<file path="src/rtl/sensor_cmd_pkg.sv">
// Shared definitions for the sensor command controller: command/response
// codes, FSM states and the layout of a 40-bit DHT11 reading.
package sensor_cmd_pkg;

  localparam logic [7:0] CMD_STATUS   = 8'h00;
  localparam logic [7:0] CMD_TEMP     = 8'h01;
  localparam logic [7:0] CMD_HUM      = 8'h02;
  localparam logic [7:0] CMD_MON_TEMP = 8'h03;
  localparam logic [7:0] CMD_MON_HUM  = 8'h04;
  localparam logic [7:0] CMD_MON_OFF  = 8'h05;

  localparam logic [7:0] RSP_OK       = 8'h07;
  localparam logic [7:0] RSP_SNS_ERR  = 8'h1F;
  localparam logic [7:0] RSP_TEMP     = 8'h09;
  localparam logic [7:0] RSP_HUM      = 8'h08;
  localparam logic [7:0] RSP_MON_OFF  = 8'h0A;
  localparam logic [7:0] RSP_BAD_ADDR = 8'hFE;
  localparam logic [7:0] RSP_BAD_CMD  = 8'hFF;

  localparam int HUM_I_LSB  = 32;
  localparam int HUM_F_LSB  = 24;
  localparam int TEMP_I_LSB = 16;
  localparam int TEMP_F_LSB = 8;
  localparam int CHK_LSB    = 0;

  typedef enum logic [3:0] {
    ST_IDLE, ST_WAIT_B1ST, ST_DECODE, ST_START, ST_WAIT_SNS,
    ST_BUILD, ST_TX0, ST_WAIT0, ST_TX1, ST_WAIT1
  } state_t;

  // The sensor checksum is the 8-bit wrapping sum of the four data bytes.
  function automatic logic chk_ok(input logic [39:0] w);
    logic [7:0] s;
    s = w[HUM_I_LSB +: 8] + w[HUM_F_LSB +: 8] + w[TEMP_I_LSB +: 8] + w[TEMP_F_LSB +: 8];
    return s == w[CHK_LSB +: 8];
  endfunction

endpackage

</file>
<file path="src/rtl/cmd_frame_rx.sv">
// Assembles (address, command) byte pairs from the UART RX stream and drops
// a half-received frame when the second byte takes too long to arrive.
module cmd_frame_rx #(
  parameter int RX_GAP_CYCLES = 50_000_000
) (
  input  logic       clock,
  input  logic       reset,
  input  logic       ready,
  input  logic       rx_valid,
  input  logic [7:0] rx_data,
  output logic       frame_valid,
  output logic       pending_next,
  output logic [7:0] addr,
  output logic [7:0] cmd
);

  localparam int GAP_W = $clog2(RX_GAP_CYCLES + 1);

  logic             have_q, have_d;
  logic [7:0]       addr_q, addr_d;
  logic [GAP_W-1:0] gap_q, gap_d;

  always_ff @(posedge clock) begin
    if (reset) begin
      have_q <= 1'b0;
      addr_q <= '0;
      gap_q  <= '0;
    end else begin
      have_q <= have_d;
      addr_q <= addr_d;
      gap_q  <= gap_d;
    end
  end

  // An expired partial frame is discarded; a byte arriving in that same
  // cycle is treated as the address of a fresh frame.
  always_comb begin
    have_d      = have_q;
    addr_d      = addr_q;
    gap_d       = gap_q;
    frame_valid = 1'b0;
    if (!have_q) begin
      gap_d = '0;
      if (rx_valid && ready) begin
        have_d = 1'b1;
        addr_d = rx_data;
      end
    end else if (gap_q == GAP_W'(RX_GAP_CYCLES)) begin
      gap_d  = '0;
      have_d = rx_valid && ready;
      if (rx_valid && ready) addr_d = rx_data;
    end else if (rx_valid && ready) begin
      frame_valid = 1'b1;
      have_d      = 1'b0;
      gap_d       = '0;
    end else begin
      gap_d = gap_q + GAP_W'(1);
    end
  end

  assign pending_next = have_d;
  assign addr         = addr_q;
  assign cmd          = rx_data;

endmodule

</file>
<file path="src/rtl/sensor_cmd_ctrl.sv">
// Command controller: decodes UART frames, runs reads on DHT11-class channels
// and returns a two-byte (code, data) response, with a periodic monitor mode.
module sensor_cmd_ctrl
  import sensor_cmd_pkg::*;
#(
  parameter int N_CH           = 4,
  parameter int RX_GAP_CYCLES  = 50_000_000,
  parameter int SENSOR_TIMEOUT = 5_000_000,
  parameter int MON_PERIOD     = 100_000_000
) (
  input  logic              clock,
  input  logic              reset,
  input  logic              rx_valid,
  input  logic [7:0]        rx_data,
  output logic              tx_start,
  output logic [7:0]        tx_data,
  input  logic              tx_done,
  output logic [N_CH-1:0]   sensor_start,
  input  logic [N_CH-1:0]   sensor_done,
  input  logic [N_CH*40-1:0] sensor_data,
  output logic              busy,
  output logic              mon_active
);

  localparam int CH_W  = (N_CH > 1) ? $clog2(N_CH) : 1;
  localparam int TMO_W = $clog2(SENSOR_TIMEOUT + 1);
  localparam int MON_W = (MON_PERIOD > 1) ? $clog2(MON_PERIOD) : 1;

  state_t           state_q, state_d;
  logic [7:0]       addr_q, addr_d, cmd_q, cmd_d, code_q, code_d, data_q, data_d;
  logic [39:0]      snap_q, snap_d;
  logic             snap_v_q, snap_v_d;
  logic [TMO_W-1:0] tmo_q, tmo_d;
  logic             mon_active_q, mon_active_d, mon_pend_q, mon_pend_d;
  logic [CH_W-1:0]  mon_ch_q, mon_ch_d;
  logic [7:0]       mon_kind_q, mon_kind_d;
  logic [MON_W-1:0] mon_cnt_q, mon_cnt_d;

  logic            rx_ready, frame_valid, pending_next, mon_tick;
  logic [7:0]      frm_addr, frm_cmd;
  logic [CH_W-1:0] ch;

  assign rx_ready   = (state_q == ST_IDLE) || (state_q == ST_WAIT_B1ST);
  assign busy       = !rx_ready;
  assign mon_active = mon_active_q;
  assign ch         = addr_q[CH_W-1:0];
  assign mon_tick   = mon_active_q && (mon_cnt_q == MON_W'(MON_PERIOD - 1));

  cmd_frame_rx #(.RX_GAP_CYCLES(RX_GAP_CYCLES)) u_frame_rx (
    .clock        (clock),
    .reset        (reset),
    .ready        (rx_ready),
    .rx_valid     (rx_valid),
    .rx_data      (rx_data),
    .frame_valid  (frame_valid),
    .pending_next (pending_next),
    .addr         (frm_addr),
    .cmd          (frm_cmd)
  );

  always_ff @(posedge clock) begin
    if (reset) begin
      state_q      <= ST_IDLE;
      addr_q       <= '0;
      cmd_q        <= '0;
      code_q       <= '0;
      data_q       <= '0;
      snap_q       <= '0;
      snap_v_q     <= 1'b0;
      tmo_q        <= '0;
      mon_active_q <= 1'b0;
      mon_pend_q   <= 1'b0;
      mon_ch_q     <= '0;
      mon_kind_q   <= '0;
      mon_cnt_q    <= '0;
    end else begin
      state_q      <= state_d;
      addr_q       <= addr_d;
      cmd_q        <= cmd_d;
      code_q       <= code_d;
      data_q       <= data_d;
      snap_q       <= snap_d;
      snap_v_q     <= snap_v_d;
      tmo_q        <= tmo_d;
      mon_active_q <= mon_active_d;
      mon_pend_q   <= mon_pend_d;
      mon_ch_q     <= mon_ch_d;
      mon_kind_q   <= mon_kind_d;
      mon_cnt_q    <= mon_cnt_d;
    end
  end

  always_comb begin
    state_d      = state_q;
    addr_d       = addr_q;
    cmd_d        = cmd_q;
    code_d       = code_q;
    data_d       = data_q;
    snap_d       = snap_q;
    snap_v_d     = 1'b0;
    tmo_d        = tmo_q;
    mon_active_d = mon_active_q;
    mon_pend_d   = mon_pend_q;
    mon_ch_d     = mon_ch_q;
    mon_kind_d   = mon_kind_q;
    mon_cnt_d    = '0;
    sensor_start = '0;
    tx_start     = 1'b0;
    tx_data      = '0;

    // Ticks arriving while busy collapse into a single pending read.
    if (mon_active_q) begin
      mon_cnt_d = mon_tick ? '0 : mon_cnt_q + MON_W'(1);
      if (mon_tick) mon_pend_d = 1'b1;
    end else begin
      mon_pend_d = 1'b0;
    end

    case (state_q)
      ST_IDLE, ST_WAIT_B1ST: begin
        if (frame_valid) begin
          addr_d  = frm_addr;
          cmd_d   = frm_cmd;
          state_d = ST_DECODE;
        end else if (pending_next) begin
          state_d = ST_WAIT_B1ST;
        end else if (state_q == ST_IDLE && mon_pend_q) begin
          mon_pend_d = mon_tick;
          addr_d     = 8'(mon_ch_q);
          cmd_d      = mon_kind_q;
          state_d    = ST_START;
        end else begin
          state_d = ST_IDLE;
        end
      end
      ST_DECODE: begin
        state_d = ST_TX0;
        if (cmd_q > CMD_MON_OFF) begin
          code_d = RSP_BAD_CMD;
          data_d = 8'h00;
        end else if (cmd_q == CMD_MON_OFF) begin
          mon_active_d = 1'b0;
          code_d       = RSP_MON_OFF;
          data_d       = addr_q;
        end else if (addr_q >= 8'(N_CH)) begin
          code_d = RSP_BAD_ADDR;
          data_d = addr_q;
        end else begin
          state_d = ST_START;
        end
      end
      ST_START: begin
        sensor_start[ch] = 1'b1;
        tmo_d            = '0;
        state_d          = ST_WAIT_SNS;
      end
      ST_WAIT_SNS: begin
        if (sensor_done[ch] && !snap_v_q) begin
          snap_v_d = 1'b1;
          snap_d   = sensor_data[40*int'(ch) +: 40];
        end
        if (snap_v_q) begin
          state_d = ST_BUILD;
        end else if (tmo_q + TMO_W'(1) == TMO_W'(SENSOR_TIMEOUT)) begin
          code_d  = RSP_SNS_ERR;
          data_d  = 8'h00;
          state_d = ST_TX0;
        end else begin
          tmo_d = tmo_q + TMO_W'(1);
        end
      end
      ST_BUILD: begin
        state_d = ST_TX0;
        code_d  = RSP_SNS_ERR;
        data_d  = 8'h00;
        if (chk_ok(snap_q)) begin
          case (cmd_q)
            CMD_STATUS: code_d = RSP_OK;
            CMD_TEMP, CMD_MON_TEMP: begin
              code_d = RSP_TEMP;
              data_d = snap_q[TEMP_I_LSB +: 8];
            end
            CMD_HUM, CMD_MON_HUM: begin
              code_d = RSP_HUM;
              data_d = snap_q[HUM_I_LSB +: 8];
            end
            default: code_d = RSP_SNS_ERR;
          endcase
          if (cmd_q == CMD_MON_TEMP || cmd_q == CMD_MON_HUM) begin
            mon_active_d = 1'b1;
            mon_ch_d     = ch;
            mon_kind_d   = cmd_q;
          end
        end
      end
      ST_TX0: begin
        tx_start = 1'b1;
        tx_data  = code_q;
        state_d  = ST_WAIT0;
      end
      ST_WAIT0: begin
        tx_data = code_q;
        if (tx_done) state_d = ST_TX1;
      end
      ST_TX1: begin
        tx_start = 1'b1;
        tx_data  = data_q;
        state_d  = ST_WAIT1;
      end
      ST_WAIT1: begin
        tx_data = data_q;
        if (tx_done) state_d = ST_IDLE;
      end
      default: state_d = ST_IDLE;
    endcase
  end

endmodule

</file>
<file path="config.mk">
export PLATFORM = sky130hd
export DESIGN_NAME = sensor_cmd_ctrl
export DESIGN_NICKNAME = d
export VERILOG_FILES = /design/src/rtl/sensor_cmd_pkg.sv /design/src/rtl/cmd_frame_rx.sv /design/src/rtl/sensor_cmd_ctrl.sv
export SDC_FILE = /design/constraint.sdc
export NUM_CORES = 1
export LEC_CHECK = 0
export BUFFER_PORTS_ARGS = -buffer_cell sky130_fd_sc_hd__buf_2
export CORE_MARGIN = 2
export CORE_UTILIZATION = 56
export CTS_CLUSTER_SIZE = 10
export DETAILED_ROUTE_END_ITERATION = 7
export PLACE_DENSITY = 0.92
export SLEW_MARGIN = 10
export SYNTH_ARGS = -nofsm -noshare
export SYNTH_HDL_FRONTEND = slang
export SYNTH_SLANG_ARGS = --single-unit
export TNS_END_PERCENT = 50
</file>
<file path="constraint.sdc">
create_clock -name clock -period 4.75 [get_ports clock]
set_input_delay 0 -clock clock [delete_from_list [all_inputs] [get_ports clock]]
set_output_delay 0 -clock clock [all_outputs]
set_load 0.1 [all_outputs]
</file>
==> results.yml <==
sta:
  fin_crit_sh_pct: 97.8
  timing.final.crit_period_ns: 4.65
  timing_hold_violations_final: 0
  finalSetupTns_ns: 0
  skew_ns: 0.0103
  fmax_mhz: 215
  finalMaxSlewViolations: 0
  worstMarginPinSlew_ns: 1.19
  setup_viol: 0
  rsz0062_at_grt: "no"
  timing.slew.headroom_pct: 19.8
setup_path:
  crit_fanout: 10
  required_ns: 5.09
  path_class: "flip-flop to flip-flop"
  critPathLaunchType: "flip-flop"
  crit_path_end_kind: "flip-flop"
  critical_path_arrival_ns: 4.99
final_layout:
  multi_input_area_sq_mm: 0.00569
  seqCellArea_sq_mm: 0.00345
  num-fill-cells: 1206
  post_route_cells_drive_above_1_share_pct: 22.4
  final_core_utilization_pct: 67.9
  fin_nets: 1451
  syn2layout_area_growth_pct: 18.5
  diodes: 0
cts:
  post_cts_resized: 0
  ctsRootBufferMaster: "clkbuf_16"
  path_clk_slew_ns: 0.07
  cts_made_buffers: 17
  cts.sinks: 172
  cts_htree_levels: 4
  clockBufferDepth: 2
  cts_setup_buffers: 0
  worstSkewPairLatency_ns: 0.45
  cts_tree: "done"
routing:
  drt_iter0_markers: 1030
  drc: 0
  final_antenna_net_count: 0
  post_drt_wl_per_cell_microns: 17.4
  wl_mm: 25.7
  num_vias: 9090
  via_per_inst: 6.14
  first_pass_iters: 6
yosys:
  synth_area_sq_mm: 0.00951
  synth-edff-count: 0
  synth_area_per_cell_sq_um: 8.73
  synth-seq-cells: 172
  yosysWarnings: 0
  ys_async_sr_fraction_pct: 0
  synth_seq_area_share_pct: 36.2
  synth.net_count: 1292
  synth-main-ff-cell: "dfxtp_1"
  synth_cells: 1089
  ys_types: 66
placement:
  io_buffers: 190
  gp_congestion: 0.954
  dpl.hpwl_mm: 17.8
grt:
  grt_pass1_wl_mm: 41.7
  grt_max_degree: 90
  antenna_found_initial: 0
  grt-ovfl-total: 0
  grt_pass1_vias: 8646
  track_usage_pct: 28.7
floorplan:
  placeableCoreArea_sq_mm: 0.0166
  ioPinCount: 191
  die_area_sq_mm: 0.0180
  initial_core_util_pct: 57.3
  die_w_microns: 134
  fp.dieH_microns: 134
  num_rows: 47
hold_path:
  min_path_type: "input port to flip-flop"
pwr:
  leakagePower_nw: 4.35
  powerDensity_mw_per_mm2: 379
  vdd_drop_max_v: 0.000328
outcome:
  status: "finished clean"
flow_run:
  cap_violations: 0
[flip-flops by register name, summed over array words and instances (netlist names), 8 cells and up]
register          flops
snap_q               40
mon_cnt_q            27
u_frame_rx.gap_q     26
tmo_q                23
addr_q                8
cmd_q                 8
data_q                8
mon_kind_q            8
u_frame_rx.addr       8
[Yosys cell counts (7+ instances only)]
cell type,number,area [sq um]
buf_2,9,45.0
xor2_1,40,350
a211oi_1,8,60.1
nor2_1,115,432
o21ai_0,30,150
a21oi_1,73,365
a31oi_1,7,43.8
clkbuf_1,52,195
fa_1,14,280
or3_1,8,50.1
nand3_1,58,290
nand2_1,164,616
dfxtp_1,172,3440
ha_1,13,163
mux2i_1,27,270
nand4_1,23,144
xnor2_1,29,254
and4_1,9,78.8
nor3_1,17,85.1
mux4_2,40,901
and3_1,17,106
and2_1,13,81.3
inv_1,25,93.8
a311oi_1,13,114
a22oi_1,9,67.6
nor4_1,13,81.3
a22o_1,13,114
[final timing paths]
path	to	cells past startpoint	slack [ns]	startpoint
worst max-delay path	mon_kind_q[4]	14	0.10	snap_q[9]
worst min-delay path	snap_q[29]	4	0.03	sensor_data[29]
worst max register to register	mon_kind_q[4]	14	0.10	snap_q[9]
worst min register to register	snap_q[14]	2	0.46	snap_q[14]
[per-stage QoR]
step,instance area [sq um],setup WS (ns),hold WS [ns],power (mW),instances
after detailed placement,10500,0.276,0.259,2.80,1434
after global routing,11300,0.0397,0.0622,4.44,1481
after CTS,11300,0.114,0.0289,4.25,1481
final,11300,0.104,0.0267,4.27,1481
after floorplan,9510,0.745,0.144,2.51,1089
after global placement,10500,0.455,0.249,2.76,1434
[kinds of logic (layout without fill, tap and decap cells)]
| group | count (synthesis) | after routing | share of synthesized area (%) |
|---|---|---|---|
| xor+xnor | 69 | 69 | 6.36 |
| buf+inv | 96 | 268 | 4.04 |
| compound gates | 185 | 185 | 12.5 |
| fa+ha+maj | 27 | 27 | 4.66 |
| flops | 172 | 172 | 36.2 |
| simple gates | 469 | 469 | 23.4 |
| mux | 71 | 71 | 12.8 |
[repair_timing]
| action | CTS | global route |
|---|---|---|
| setup endpoints to repair | 0 | 1 |
| hold buffers | 15 | 0 |
| endpoints found under the hold margin | 23 | 0 |
[power by group]
group / switching [mW] / internal [mW] / total, mW / leakage (nW)
clock: 0.617 / 0.833 / 1.45 / 0.299
combinational: 0.582 / 0.478 / 1.06 / 2.66
sequential: 0.209 / 1.55 / 1.76 / 1.39
[critical path, stage by stage (launching register included)]
cell	delay, ns
dfxtp_1	0.34
fa_1	0.56
inv_1	0.07
fa_1	0.52
inv_1	0.05
ha_1	0.23
fa_1	0.46
xor2_1	0.16
nor3_1	0.19
o2111ai_1	0.19
a2111o_1	0.46
or3_1	0.49
nor3_4	0.42
nor2_1	0.16
and2_1	0.23
[layout make-up]
type                    count  area share (%)
repair buffers            210            10.1
clock buffers              20            4.15
clock inverters            12            1.29
flip-flops and latches    172            30.6
multi-input cells         821            50.5
well taps                 220            2.44
inverters                  26           0.866
[cell usage in the layout (no fill, tap or decap), drive strengths merged, types with 8 or more instances in the layout]
| cell | n |
|---|---|
| nor3 | 20 |
| nand4 | 23 |
| xnor2 | 29 |
| inv | 32 |
| a211oi | 8 |
| o21ai | 31 |
| mux2i | 27 |
| or3 | 8 |
| a21oi | 74 |
| nand3 | 58 |
| fa | 14 |
| nor2 | 115 |
| nand2 | 164 |
| ha | 13 |
| and3 | 17 |
| nor4 | 15 |
| clkbuf | 20 |
| a22o | 13 |
| buf | 195 |
| and4 | 9 |
| and2 | 13 |
| mux4 | 40 |
| a311oi | 13 |
| xor2 | 40 |
| dfxtp | 172 |
| dlygate4sd3 | 15 |
| a22oi | 9 |
[routing by layer]
layer | vias up | GRT usage (%) | routed length [microns]
met1 | 4305 | 35.9 | 10200
li1 | 4208 | - | -
met2 | 500 | 48.2 | 12800
met5 | - | 0 | 0
met4 | 0 | 11.8 | 742
met3 | 77 | 6.16 | 2030
(Power assumes the default switching activity.)
